`config.mk`:
```
export PLATFORM = sky130hd
export DESIGN_NAME = dmem_arbiter
export DESIGN_NICKNAME = d
export VERILOG_FILES = /design/src/rtl/dmem_pkg.sv /design/src/rtl/rr_arb2.sv /design/src/rtl/dmem_arbiter.sv
export SDC_FILE = /design/constraint.sdc
export NUM_CORES = 1
export LEC_CHECK = 0
export ABC_AREA = 0
export BUFFER_PORTS_ARGS = -buffer_cell sky130_fd_sc_hd__buf_2
export CAP_MARGIN = 20
export CELL_PAD_IN_SITES_DETAIL_PLACEMENT = 0
export CELL_PAD_IN_SITES_GLOBAL_PLACEMENT = 2
export CORE_ASPECT_RATIO = 1.25
export CORE_MARGIN = 5
export CORE_UTILIZATION = 27
export CTS_CLUSTER_DIAMETER = 100
export DETAILED_ROUTE_END_ITERATION = 16
export PLACE_DENSITY = 0.76
export SLEW_MARGIN = 20
export SYNTH_ARGS = -nofsm -noshare
export SYNTH_HDL_FRONTEND = slang
export SYNTH_SLANG_ARGS = --single-unit
```
`constraint.sdc`:
```
create_clock -name clk -period 4.9 [get_ports clk]
set_input_delay 0.245 -clock clk [delete_from_list [all_inputs] [get_ports clk]]
set_output_delay 0.245 -clock clk [all_outputs]
set_load 0.03 [all_outputs]
```
`src/rtl/dmem_pkg.sv`:
```
// Shared definitions for the data-memory arbiter.
//  - state_t : arbiter FSM encoding (IDLE=0, ISSUE=1, WAIT=2, RESP=3)
//  - ADDR_W_DEF / DATA_W_DEF : default address and data widths (match datamem)
//  - RW_READ / RW_WRITE : datamem readwrite encoding
package dmem_pkg;

  localparam int ADDR_W_DEF = 32;
  localparam int DATA_W_DEF = 32;

  localparam logic RW_READ  = 1'b0;
  localparam logic RW_WRITE = 1'b1;

  typedef enum logic [1:0] {
    ST_IDLE  = 2'd0,
    ST_ISSUE = 2'd1,
    ST_WAIT  = 2'd2,
    ST_RESP  = 2'd3
  } state_t;

endpackage

```
`src/rtl/rr_arb2.sv`:
```
// Two-way round-robin pick (purely combinational).
// Ports:
//  req[1:0] in  : request from port 1 (bit 1) and port 0 (bit 0)
//  rr_last  in  : port served most recently
//  win      out : index of the winning port (meaningful only with valid)
//  valid    out : at least one request present
module rr_arb2 (
  input  logic [1:0] req,
  input  logic       rr_last,
  output logic       win,
  output logic       valid
);

  always_comb begin
    valid = |req;
    win   = 1'b0;
    case (req)
      2'b01:   win = 1'b0;
      2'b10:   win = 1'b1;
      // Tie: the port that was not served last goes next.
      2'b11:   win = ~rr_last;
      default: win = 1'b0;
    endcase
  end

endmodule

```
`src/rtl/dmem_arbiter.sv`:
```
// Shares the single-port datamem between port 0 (load/store path) and port 1
// (loader/debug). Round-robin, one access in flight.
//
// Handshake: a requester raises rN_req with rN_we/rN_addr/rN_wdata stable and
// holds them until rN_done. rN_gnt pulses one cycle when the access is taken,
// rN_done pulses one cycle when it completes (rN_rdata valid with it on reads).
// A request still high in the cycle that carries rN_done is sampled as a new
// access; a request dropped before its grant leaves no trace.
//
// Ports:
//  clk, rst                 clock, asynchronous active-low reset
//  rN_req/we/addr/wdata     requester inputs (N = 0, 1)
//  rN_gnt, rN_done, rN_rdata requester outputs
//  mem_en/rw/addr/wdata     to datamem (enable, readwrite, Ina, Inb)
//  mem_rdata                from datamem dataOut
//  dbg_state                current FSM state, for observation only
module dmem_arbiter
  import dmem_pkg::*;
#(
  parameter int ADDR_W = ADDR_W_DEF,
  parameter int DATA_W = DATA_W_DEF,
  parameter int RD_LAT = 1
) (
  input  logic              clk,
  input  logic              rst,
  input  logic              r0_req,
  input  logic              r1_req,
  input  logic              r0_we,
  input  logic              r1_we,
  input  logic [ADDR_W-1:0] r0_addr,
  input  logic [ADDR_W-1:0] r1_addr,
  input  logic [DATA_W-1:0] r0_wdata,
  input  logic [DATA_W-1:0] r1_wdata,
  output logic              r0_gnt,
  output logic              r1_gnt,
  output logic              r0_done,
  output logic              r1_done,
  output logic [DATA_W-1:0] r0_rdata,
  output logic [DATA_W-1:0] r1_rdata,
  output logic              mem_en,
  output logic              mem_rw,
  output logic [ADDR_W-1:0] mem_addr,
  output logic [DATA_W-1:0] mem_wdata,
  input  logic [DATA_W-1:0] mem_rdata,
  output state_t            dbg_state
);

  localparam logic [3:0] CNT_INIT = 4'(RD_LAT - 1);

  state_t     state;
  logic [3:0] cnt;
  logic       rr_last;
  logic       cur_port;
  logic       pick;
  logic       pick_valid;

  rr_arb2 u_rr_arb2 (
    .req     ({r1_req, r0_req}),
    .rr_last (rr_last),
    .win     (pick),
    .valid   (pick_valid)
  );

  assign dbg_state = state;

  // All outputs are registered, so each one appears the cycle after the state
  // that decides it: gnt is visible while in ISSUE, mem_en in the cycle after
  // ISSUE, done in the cycle after RESP. The read data is captured on leaving
  // RESP, which is exactly RD_LAT cycles after the mem_en cycle.
  always_ff @(posedge clk or negedge rst) begin
    if (!rst) begin
      state     <= ST_IDLE;
      cnt       <= 4'd0;
      rr_last   <= 1'b1;
      cur_port  <= 1'b0;
      r0_gnt    <= 1'b0;
      r1_gnt    <= 1'b0;
      r0_done   <= 1'b0;
      r1_done   <= 1'b0;
      r0_rdata  <= '0;
      r1_rdata  <= '0;
      mem_en    <= 1'b0;
      mem_rw    <= RW_READ;
      mem_addr  <= '0;
      mem_wdata <= '0;
    end else begin
      r0_gnt  <= 1'b0;
      r1_gnt  <= 1'b0;
      r0_done <= 1'b0;
      r1_done <= 1'b0;
      mem_en  <= 1'b0;
      case (state)
        ST_IDLE: begin
          if (pick_valid) begin
            cur_port  <= pick;
            // The mem_* registers double as the request latch; they hold
            // their value until the next grant.
            mem_rw    <= pick ? r1_we    : r0_we;
            mem_addr  <= pick ? r1_addr  : r0_addr;
            mem_wdata <= pick ? r1_wdata : r0_wdata;
            r0_gnt    <= ~pick;
            r1_gnt    <= pick;
            state     <= ST_ISSUE;
          end
        end
        ST_ISSUE: begin
          mem_en <= 1'b1;
          if (mem_rw == RW_WRITE) begin
            state <= ST_RESP;
          end else begin
            cnt   <= CNT_INIT;
            state <= ST_WAIT;
          end
        end
        ST_WAIT: begin
          if (cnt == 4'd0) begin
            state <= ST_RESP;
          end else begin
            cnt <= cnt - 4'd1;
          end
        end
        ST_RESP: begin
          if (mem_rw == RW_READ) begin
            if (cur_port) begin
              r1_rdata <= mem_rdata;
            end else begin
              r0_rdata <= mem_rdata;
            end
          end
          r0_done <= ~cur_port;
          r1_done <= cur_port;
          rr_last <= cur_port;
          state   <= ST_IDLE;
        end
        default: state <= ST_IDLE;
      endcase
    end
  end

endmodule

```
==> results of run 1 <==
power by group:
| part | leakage, nW | internal (mW) | total [mW] | switching (mW) |
|---|---|---|---|---|
| Combinational | 2.01 | 1.14 | 3.12 | 1.98 |
| Clock | 0.269 | 0.676 | 1.25 | 0.572 |
| Sequential | 1.72 | 1.75 | 2.06 | 0.308 |
layout make-up:
type	instances	area (µm²)	share of cell area
well taps	279	349	0.0426
inverters	6	22.5	0.00275
repair buffers	306	1550	0.190
multi-input cells	237	2140	0.261
diodes	2	5.00	0.000611
clock inverters	15	146	0.0179
clock buffers	17	425	0.0519
flip-flops and latches	142	3550	0.434
logic make-up after synthesis:
| group | synth area share |
|---|---|
| multiplexers | 0.126 |
| adder cells (fa/ha/maj) | 0.0107 |
| flip-flops | 0.611 |
| AO/OA/AOI/OAI | 0.132 |
| AND/OR/NAND/NOR | 0.0911 |
| buffers and inverters | 0.0292 |
stage by stage:
step / cell area, µm² / hold slack [ns] / worst slack [ns]
2_1_floorplan: 5820 / -0.0506 / 3.04
3_3_place_gp: 7600 / 0.371 / 2.47
3_5_place_dp: 7600 / 0.383 / 2.36
4_1_cts: 8190 / 0.0287 / 2.34
5_1_grt: 8190 / 0.0302 / 2.17
6_report: 8190 / 0.0525 / 2.36
placed cells by master (no fill, tap or decap), drive strengths merged, types with 2 or more instances in the layout:
cell type    n
buf        305
nor2b        3
and2        67
o21bai       3
mux2        65
diode        2
dfrtp      141
clkbuf      17
nor3b        2
a21oi        2
nor2         3
ha           5
inv         15
a221o       65
nor4         2
clkinv       2
clkinvlp     4
o21ai        3
a211oi       2
nand2        3
nor3         2
routing by layer:
metal / GRT usage / vias to the layer above
met2: 0.249 / 180
met1: 0.173 / 2321
met3: 0.0427 / 12
met4: 0.0376 / 2
li1: - / 2134
met5: 0 / -
flip-flops by register name, summed over array words and instances, names as in the netlist, 2 cells and up:
| signal | count |
|---|---|
| mem_addr | 32 |
| mem_wdata | 32 |
| r0_rdata | 32 |
| r1_rdata | 32 |
| cnt | 4 |
| dbg_state | 2 |
final timing paths:
check / slack, ns / cells past startpoint / end
max in group asynchronous: 3.20 / 3 / r1_rdata[30]$_DFFE_PN0P_
hold reg to reg: 0.48 / 1 / r0_done$_DFF_PN0_
setup reg to reg: 2.36 / 6 / mem_addr[7]$_DFFE_PN0P_
min in group asynchronous: 0.49 / 2 / r1_rdata[6]$_DFFE_PN0P_
hold / removal: 0.05 / 2 / mem_wdata[22]$_DFFE_PN0P_
setup / recovery: 2.36 / 6 / mem_addr[7]$_DFFE_PN0P_
==> metrics.cfg, run 1 <==
[setup_path]
worst-path-max-fanout = 42
cp.required_ns = 5.25
slowest_delay_ns = 0.62
startpoint = dbg_state[0]$_DFFE_PN0P_
path_cells = inv_1, ha_1, nand2_1, a21oi_4, buf_4, a221o_1
slowest_stage = a21oi_4
end_kind = flop
cp.buffers_inverters = 2
arrival_ns = 2.89
r2r_start = dbg_state[0]$_DFFE_PN0P_
path_class = reg -> reg
startpoint_type = flop
crit_family = compound AO/OA/AOI/OAI gates

[cts]
cts_tree = built
root_buffer = clkbuf_16
clk_pin_slew_ns = 0.07
cts_resized = 0
post_cts_buffers = 0
clockBufferDepth = 2
clock_latency_ns = 0.41
cts_made_buffers = 17
clock_sinks = 142
htreeDepth = 4
postCtsHoldBufs = 1

[global_routing]
antenna_found_initial = 3
grt_max_degree = 92
grt_pass1_vias = 5029
grt_pass1_wl_um = 28000
overflow = 0
grt.total_usage = 0.143

[run]
cap_violations = 0

[die]
row_count = 60
start_util = 0.272
die_w_um = 141
core-area_mm2 = 0.0214
ioPinCount = 302
die_area_mm2 = 0.0246
dieHeight_um = 174

[final_layout]
utilization = 0.383
nets = 881
nFillCells = 2125
syn_to_final_growth_pct = 40.7
stdcell_count = 1004
drive_above_1_share = 0.557

[route]
viasPerCell = 4.63
wl_met3_um = 1370
drtAntennaViolNets = 0
drc = 0
wl_per_cell_um = 17.9
top_layer = met5
met2_length_um = 9180
totalWireLength_um = 17900
firstDrtPassIters = 4
via_count = 4649
wirelength_met1_um = 7190
drtIter0Drc = 164

[synth]
yosysWarningCount = 0
yosysUniqueCellTypes = 37
synth.net_count = 585
ys_top_cells_by_area = dfrtp_1 (61%), mux2_2 (11%), a221o_1 (11%), and2_0 (5.9%), buf_2 (1.8%)
synth_edf_count = 0
yosys_register_bits = 142
ys_seq_area_frac = 0.611
synth_ff_type = dfrtp_1
async_reset_ff_frac = 1.00
syn_inst = 414
netlist_area_mm2 = 0.00582
synth_commonest_cells = dfrtp_1 (141), a221o_1 (65), mux2_2 (59)
synth_most_common_cell = dfrtp_1
synth.avg_cell_area_um2 = 14.1
synth_top_cell_area_share = 0.606
synth_top_area_cell = dfrtp_1

[pwr]
p_total_mw = 6.43
p_leak_nw = 4.00
power_density_mw_per_mm2 = 785
ir_drop_v = 0.000323

[sta]
min_period_ns = 2.54
max_freq_mhz = 393
hold_viol = 0
setup_viol_count_final = 0
fin_setup_tns_ns = 0
rsz0062_at_grt = no
slew_violations = 0
max_slew_margin = 0.313
tightest_slew_ns = 1.03
min_period_over_period = 0.519
fin_skew_ns = 0.0105

[worst_hold_path]
hold_path_startpoint = r0_wdata[22]
worstHoldPathType = in -> reg

[place]
placed_cells = 969
portBuffers = 301
place_congestion = 0.807
dp_hpwl_um = 13200

[outcome]
outcome = finished clean

Power figures use the tool's default switching activity.
==> run 2, diff against run 1 <==
==> constraint.sdc (replaced) <==
create_clock -name clk -period 2.4 [get_ports clk]
set_input_delay 0.12 -clock clk [delete_from_list [all_inputs] [get_ports clk]]
set_output_delay 0.12 -clock clk [all_outputs]
set_load 0.03 [all_outputs]
==> metrics.cfg, run 2 (synthesized netlist as in run 1, its figures left out) <==
[setup_path]
path_cells = inv_1, ha_4, nand2_1, a21oi_4, buf_12, a221o_1, dlygate4sd3_1
path_class = reg -> reg
worst-path-max-fanout = 50
cp.required_ns = 2.69
crit_family = buffers and inverters
startpoint_type = flop
cp.buffers_inverters = 3
slowest_delay_ns = 0.56
end_kind = flop
rr_endpoint = mem_addr[6]$_DFFE_PN0P_
rr_worst_depth = 7
r2r_start = dbg_state[0]$_DFFE_PN0P_
rrSetupSlack_ns = 0.12
slowest_stage = dlygate4sd3_1
arrival_ns = 2.57

[final_layout]
regArea_mm2 = 0.00355
syn_to_final_growth_pct = 71.8
diodes = 0
final_common_cell = buf_2
nets = 1050
multiInputGateArea_mm2 = 0.00216
nFillCells = 1936
layout_common_cells = buf_2 (300), dlygate4sd3_1 (163), dfrtp_1 (141), a221o_1 (65), mux2_2 (59)
drive_above_1_share = 0.460

[global_routing]
grtUsageMet3 = 0.0449
overflow = 0
grt.busiest_layer = met2
grt_pass1_vias = 5987
use_met1 = 0.185
met2_usage = 0.283
grt_max_degree = 56
grt_pass1_wl_um = 31500
grt.total_usage = 0.160
antenna_found_initial = 1

[die]
core-area_mm2 = 0.0214
die_w_um = 141
ioPinCount = 302
row_count = 60
die_area_mm2 = 0.0246
start_util = 0.272
dieHeight_um = 174

[sta]
rsz0062_at_grt = no
max_slew_margin = 0.639
slew_violations = 0
min_period_over_period = 0.949
fin_setup_tns_ns = 0
fin_skew_ns = 0.00610
max_freq_mhz = 439
tightest_slew_ns = 0.539
hold_viol = 0
setup_ws_ns = 0.123
min_period_ns = 2.28
setup_viol_count_final = 0

[route]
viasPerCell = 4.62
totalWireLength_um = 20200
via_count = 5412
firstDrtPassIters = 4
drc = 0
drtAntennaViolNets = 0
wl_per_cell_um = 17.3
drtIter0Drc = 184

[place]
place_congestion = 0.776
portBuffers = 301
dp_hpwl_um = 13600
dp_slack_ns = 0.431

[cts]
cts_made_buffers = 17
cts_tree = built
root_buffer = clkbuf_16
clockBufferDepth = 2
clock_latency_ns = 0.41
htreeDepth = 4
clock_sinks = 142
post_cts_buffers = 0
clk_pin_slew_ns = 0.06

[pwr]
power_density_mw_per_mm2 = 1410
ir_drop_v = 0.000621
p_leak_nw = 4.78
p_total_mw = 14.1

[worst_hold_path]
worstHoldPathType = in -> async

[run]
cap_violations = 0

[outcome]
outcome = finished clean

-- run 2: cell type report --
class / instances / area share
Clock buffer: 18 / 0.0429
Clock inverter: 14 / 0.0183
Inverter: 6 / 0.00225
Multi-Input combinational cell: 238 / 0.217
Sequential cell: 142 / 0.356
Tap cell: 279 / 0.0349
Timing Repair Buffer: 474 / 0.330
-- run 2: worst register-to-register path, delay by kind of cell, from the launching register on --
| kind | cells | cell delay, ns |
|---|---|---|
| AO/OA/AOI/OAI | 2 | 0.47 |
| buffers and inverters | 3 | 0.90 |
| AND/OR/NAND/NOR | 1 | 0.14 |
| adder cells (fa/ha/maj) | 1 | 0.23 |
| flip-flops | 1 | 0.43 |
-- run 2: worst max path at each step --
stage / start / end / slack, ns / cells after the start
2_1_floorplan: dbg_state[0]$_DFFE_PN0P_ / mem_addr[0]$_DFFE_PN0P_ / 0.54 / 7
3_3_place_gp: dbg_state[0]$_DFFE_PN0P_ / mem_rw$_DFFE_PN0P_ / 0.50 / 6
3_5_place_dp: dbg_state[0]$_DFFE_PN0P_ / mem_wdata[30]$_DFFE_PN0P_ / 0.43 / 6
4_1_cts: dbg_state[0]$_DFFE_PN0P_ / mem_addr[27]$_DFFE_PN0P_ / 0.04 / 6
5_1_grt: dbg_state[0]$_DFFE_PN0P_ / mem_addr[6]$_DFFE_PN0P_ / 0.02 / 7
6_report: dbg_state[0]$_DFFE_PN0P_ / mem_addr[6]$_DFFE_PN0P_ / 0.12 / 7
-- run 2: through the flow --
step                      area, µm²  hold slack (ns)  utilization  instances
final                         10000            0.257        0.467       1171
after global routing          10000            0.285        0.467       1171
after CTS                      9970            0.199        0.466       1170
after detailed placement       7720            0.127        0.361        975
after global placement         7720            0.119        0.361        975
after floorplan                5820           -0.176            -        414
-- run 2: what timing repair did --
item | CTS | global route
setup endpoints to repair | 0 | 24
hold endpoints to repair | 180 | 0
hold buffers | 163 | 0
gates resized for setup | 0 | 3
-- run 2: power breakdown --
part,internal [mW],switching (mW),leakage [nW]
Clock,1.66,1.09,0.299
Combinational,2.91,4.24,2.76
Sequential,3.58,0.620,1.72
Total,8.15,5.95,4.78
-- run 2: routing by layer --
metal / vias to the layer above / part of all wire
met3: 42 / 0.071
li1: 2475 / -
met4: 2 / 0.027
met5: - / 0.00035
met1: 2666 / 0.39
met2: 227 / 0.51
